## src/rtl/mux_pkg.sv

```systemverilog
// Shared constants and helpers for the round-robin arbitrating mux.
package mux_pkg;

  localparam int MODE_FIXED = 0;
  localparam int MODE_RR    = 1;

  // Ceiling log2 with a floor of 1 so a select field is never zero-width.
  function automatic int clog2(input int n);
    int r;
    r = 0;
    for (int v = 1; v < n; v = v * 2) begin
      r = r + 1;
    end
    return (r < 1) ? 1 : r;
  endfunction

endpackage

```

## src/rtl/rr_arbiter.sv

```systemverilog
// Grant logic: one-hot grant plus binary index over a request vector,
// either lowest-index-wins or rotating priority starting at ptr.
module rr_arbiter
  import mux_pkg::*;
#(
  parameter int N    = 2,
  parameter int MODE = MODE_RR
) (
  input  logic [N-1:0]           req,
  input  logic [clog2(N)-1:0]    ptr,
  output logic [N-1:0]           gnt,
  output logic [clog2(N)-1:0]    gnt_idx
);

  localparam int SEL_W = clog2(N);
  // One spare bit so the distance i+N-ptr never overflows for non-power-of-two N.
  localparam int DW    = SEL_W + 1;

  logic [DW-1:0] ptr_ext_s;
  logic [DW-1:0] dist_s [N];
  logic [DW-1:0] best_s;
  logic          found_s;

  assign ptr_ext_s = {1'b0, ptr};

  // Priority distance of each channel: rotated from ptr in RR mode, plain index otherwise.
  always_comb begin
    for (int i = 0; i < N; i++) begin
      if (MODE == MODE_RR) begin
        if (DW'(i) >= ptr_ext_s) begin
          dist_s[i] = DW'(i) - ptr_ext_s;
        end else begin
          dist_s[i] = DW'(i) + DW'(N) - ptr_ext_s;
        end
      end else begin
        dist_s[i] = DW'(i);
      end
    end
  end

  // Pick the requesting channel with the smallest distance.
  always_comb begin
    best_s  = {DW{1'b1}};
    gnt_idx = {SEL_W{1'b0}};
    found_s = 1'b0;
    for (int i = 0; i < N; i++) begin
      if (req[i] && (dist_s[i] < best_s)) begin
        best_s  = dist_s[i];
        gnt_idx = SEL_W'(i);
        found_s = 1'b1;
      end else begin
        best_s  = best_s;
      end
    end
  end

  // Expand the winning index to a one-hot grant; zero when nothing requests.
  always_comb begin
    gnt = {N{1'b0}};
    for (int i = 0; i < N; i++) begin
      gnt[i] = found_s && (gnt_idx == SEL_W'(i));
    end
  end

endmodule

```

## src/rtl/rr_arb_mux.sv

```systemverilog
// N-channel valid/ready arbitrating mux with a registered output stage.
// Holds the round-robin pointer, the output register and the data select.
module rr_arb_mux
  import mux_pkg::*;
#(
  parameter int W    = 8,
  parameter int N    = 2,
  parameter int MODE = MODE_RR
) (
  input  logic                   clk,
  input  logic                   rst_n,
  input  logic [N-1:0]           in_valid,
  output logic [N-1:0]           in_ready,
  input  logic [N*W-1:0]         in_data,
  output logic                   out_valid,
  input  logic                   out_ready,
  output logic [W-1:0]           out_data,
  output logic [clog2(N)-1:0]    out_sel
);

  localparam int SEL_W = clog2(N);

  logic             out_valid_q, out_valid_d;
  logic [W-1:0]     out_data_q,  out_data_d;
  logic [SEL_W-1:0] out_sel_q,   out_sel_d;
  logic [SEL_W-1:0] ptr_q,       ptr_d;

  logic             can_acc_s;
  logic             xfer_s;
  logic [N-1:0]     gnt_s;
  logic [SEL_W-1:0] gnt_idx_s;
  logic [W-1:0]     sel_data_s;

  rr_arbiter #(
    .N    (N),
    .MODE (MODE)
  ) u_arb (
    .req     (in_valid),
    .ptr     (ptr_q),
    .gnt     (gnt_s),
    .gnt_idx (gnt_idx_s)
  );

  // The output stage can take a beat when empty or draining this cycle.
  assign can_acc_s = !out_valid_q || out_ready;
  assign in_ready  = gnt_s & {N{can_acc_s}};
  assign xfer_s    = |(in_valid & in_ready);

  // AND-OR data select over the one-hot grant.
  always_comb begin
    sel_data_s = {W{1'b0}};
    for (int i = 0; i < N; i++) begin
      sel_data_s = sel_data_s | (in_data[i*W +: W] & {W{gnt_s[i]}});
    end
  end

  // Output stage next state: load on transfer, drop valid when drained, else hold.
  always_comb begin
    out_valid_d = out_valid_q;
    out_data_d  = out_data_q;
    out_sel_d   = out_sel_q;
    if (xfer_s) begin
      out_valid_d = 1'b1;
      out_data_d  = sel_data_s;
      out_sel_d   = gnt_idx_s;
    end else if (out_ready) begin
      out_valid_d = 1'b0;
    end else begin
      out_valid_d = out_valid_q;
    end
  end

  // Pointer moves to the channel after the winner, wrapping explicitly at N-1.
  always_comb begin
    ptr_d = ptr_q;
    if (xfer_s && (MODE == MODE_RR)) begin
      if (gnt_idx_s == SEL_W'(N - 1)) begin
        ptr_d = {SEL_W{1'b0}};
      end else begin
        ptr_d = gnt_idx_s + SEL_W'(1);
      end
    end else begin
      ptr_d = ptr_q;
    end
  end

  // State registers; reset discards any held beat.
  always_ff @(posedge clk or negedge rst_n) begin
    if (!rst_n) begin
      out_valid_q <= 1'b0;
      out_data_q  <= {W{1'b0}};
      out_sel_q   <= {SEL_W{1'b0}};
      ptr_q       <= {SEL_W{1'b0}};
    end else begin
      out_valid_q <= out_valid_d;
      out_data_q  <= out_data_d;
      out_sel_q   <= out_sel_d;
      ptr_q       <= ptr_d;
    end
  end

  assign out_valid = out_valid_q;
  assign out_data  = out_data_q;
  assign out_sel   = out_sel_q;

endmodule

```

## config.mk

```make
export PLATFORM = sky130hd
export DESIGN_NAME = rr_arb_mux
export DESIGN_NICKNAME = d
export VERILOG_FILES = /design/src/rtl/mux_pkg.sv /design/src/rtl/rr_arbiter.sv /design/src/rtl/rr_arb_mux.sv
export SDC_FILE = /design/constraint.sdc
export NUM_CORES = 1
export LEC_CHECK = 0
export CORE_MARGIN = 2
export CORE_UTILIZATION = 36
export DETAILED_ROUTE_END_ITERATION = 10
export HOLD_SLACK_MARGIN = 0.06
export MAX_ROUTING_LAYER = met4
export PLACE_DENSITY = 0.84
export SLEW_MARGIN = 20
export SYNTH_ARGS = -nofsm -noshare
export SYNTH_HDL_FRONTEND = slang
export SYNTH_SLANG_ARGS = --single-unit
export TNS_END_PERCENT = 10
```

## constraint.sdc

```tcl
create_clock -name clk -period 1.3 [get_ports clk]
set_input_delay 0.26 -clock clk [delete_from_list [all_inputs] [get_ports clk]]
set_output_delay 0.26 -clock clk [all_outputs]
set_load 0.02 [all_outputs]
```

==> summary.md <==
| Metric | Value |
|---|---|
| Total Power | `approximately 1.1 mW` |
| Die Ht | `43.8 um` |
| Routed WL | `around 1500 um` |
| Max cap viols | `0` |
| Critical path's largest stage delay | `roughly 0.38 ns` |
| Most frequent cells in the layout | `17 x clkdlybuf4s50_1, 13 x dlygate4sd2_1, 11 x dfrtp_1` |
| Startpoint types | `register` |
| Gr usage total | `0.176` |
| Slowest cell on the critical path | `dfrtp_1` |
| # setup viols final | `2` |
| DP Wirelength | `1170 um` |
| Antenna fix cells | `0` |
| Initial Util | `0.383` |
| IO Pins | `33` |
| Post-Syn Area | `~570 sq um` |
| Tcrit/Tclk final | `1.04` |
| Global route overflow | `0` |
| Area Growth Syn to Fin | `75.2%` |
| Register area share after synthesis | `0.482` |
| Post-placement cell count | `between 100 and 150` |
| Endpoint type of the worst setup path | `output pin` |
| Clock tree buffer depth | `2` |
| Clock Root Buffer | `clkbuf_4` |
| VDD IR max | `a little under 0.7 mV` |
| Via density per instance | `approximately 5.5` |
| Min Tclk post-route | `1.35 ns` |
| Pin count of the biggest net entering global routing | `13` |
| H-tree levels | `1` |
| Yosys warns | `0` |
| TritonCTS clock tree | `done` |
| Violated checks | `negative setup slack` |
| WL/cell | `around 14 um` |
| Most common cell after layout, fill and taps aside | `clkdlybuf4s50_1` |
| Largest area contributor in the netlist | `dfrtp_1` |
| Worst slew margin | `0.764` |
| Post-CTS Hold Fix Bufs | `0` |
| Arrival time worst endpoint | `1.09 ns` |
| PortBufs | `32` |
| Layout cells sized above 1 | `0.344` |
| Final core utilization | `0.671` |
| Core Region | `1490 sq um` |
| ANT nets after route | `0` |
| Vias in the first global route | `589` |
| Crit path kind | `reg -> out` |
| Required @ worst endpoint | `roughly 1.0 ns` |
| Hold Path Class | `in -> async` |
| F_max | `738 MHz` |
| Placer Congestion | `0.734` |
| Syn Inst Count | `52` |
| First-pass GRT wire length | `2390 um` |
| Worst skew pair latency | `0.26 ns` |
| Clock Pin Slew Worst Setup and Hold Paths | `0.07 ns` |
| Max-slew violation count | `0` |
| Top-area cell type share of the netlist area | `0.482` |
| Pre-CTS WS | `-0.610 ns` |
| Distinct cells, synth | `15` |
| Via count | `597` |
| Post-Layout Cell Count | `roughly 110` |
| Status | `finished, violations left` |
| Initial antenna violation count | `0` |
| Final #Nets | `115` |
| Post-route DRC violation count | `0` |
| Number of cell rows | `14` |
| Synth Area per Inst | `11.0 sq um` |
| Clk sinks | `11` |
| R2R setup slack | `0.05 ns` |
| Fin Setup TNS | `-0.0780 ns` |
| FF+latch count, synth | `11` |
| CP Max Fanout | `3` |
| Die area | `1920 sq um` |
| Top cells by area, synth | `dfrtp_1 48%, a21oi_2 12%, a32oi_1 12%` |
| Cell chain of the critical path | `nand2b_4 > and3_4 > buf_6` |
| Layout Skew | `0.00192 ns` |
| Syn Nets | `73` |
| Final Hold Vio Count | `0` |
| 1st-pass router iterations | `4` |
| Final WS setup | `-0.0545 ns` |
| Die W | `43.8 um` |
| Filler instances | `between 100 and 150` |
| Pleak | `0.419 nW` |
| PwrDens | `1090 nW/um^2` |
| Worst-margin pin slew | `0.352 ns` |
| Inserted Clock Buffers | `3` |
| DRT iter0 DRCs | `10` |
| RSZ-0062 raised after global routing | `yes` |
==> cell type report <==
type                    instances  area [sq um]  area share
flip-flops and latches         11           275       0.275
clock buffers                   4          26.3      0.0263
repair buffers                 42           382       0.382
well taps                      16          20.0      0.0200
multi-input cells              36           297       0.297
==> cells in the mapped netlist <==
master and instances:
a32oi_1 8, dfrtp_1 11, a21oi_1 10, nand2_1 1, buf_2 2, a21oi_2 8, and2_4 1, a21boi_2 1
clkbuf_1 1, buf_6 2, or2_1 1, a21o_1 1, nand2b_1 3, a31oi_1 1, and3_1 1
==> registers in the layout (all words and copies together) (netlist names) <==
signal,cells
ptr_q,1
out_valid,1
out_data,8
out_sel,1
==> layer usage <==
| layer | global-route usage | wire (um) |
|---|---|---|
| met1 | 0.185 | 584 |
| met2 | 0.303 | 847 |
| met3 | 0.0375 | 86 |
| met4 | 0.0909 | 26 |
| met5 | - | 0 |
==> what timing repair did <==
item | 4_1_cts | 5_1_grt
cloned | 0 | 0
resized for setup | 29 | 2
setup buffers | 1 | 1
setup endpoints to repair | 20 | 3
pin swaps | 1 | 0
==> per-stage QoR <==
stage	cell area, sq um	hold slack [ns]
6_report	1000	0.281
5_1_grt	1000	0.320
4_1_cts	980	0.283
3_5_place_dp	938	0.513
3_3_place_gp	938	0.465
2_1_floorplan	574	-0.0356
==> worst max-delay path: cells and delay by family (launching register included) <==
family                 cells  cell delay (ns)
AND/OR/NAND/NOR            2             0.32
flip-flops                 1             0.38
buffers and inverters      1             0.12
==> cell families (layout without fill, tap and decap cells) <==
group / Yosys count / in the layout / synth area share
buffers and inverters: 5 / 46 / 0.0636
AO/OA/AOI/OAI: 29 / 29 / 0.377
AND/OR/NAND/NOR: 7 / 7 / 0.0768
flip-flops: 11 / 11 / 0.482
==> path summary, 6_finish.rpt <==
check,from,endpoint,cells after the start
setup / recovery,ptr_q,in_ready[1],3
hold / removal,rst_n,out_data[2],2
setup reg to reg,ptr_q,out_data[5],5
hold reg to reg,out_sel,out_sel,1
max in group asynchronous,rst_n,out_valid,2
min in group clk,out_sel,out_sel,1
==> where the power goes <==
group / total (mW) / switching (mW) / internal (mW)
sequential: 0.429 / 0.0320 / 0.397
clock: 0.231 / 0.113 / 0.119
combinational: 0.429 / 0.216 / 0.213
total: 1.09 / 0.361 / 0.729
No activity file was read; power rests on OpenSTA's default activity.
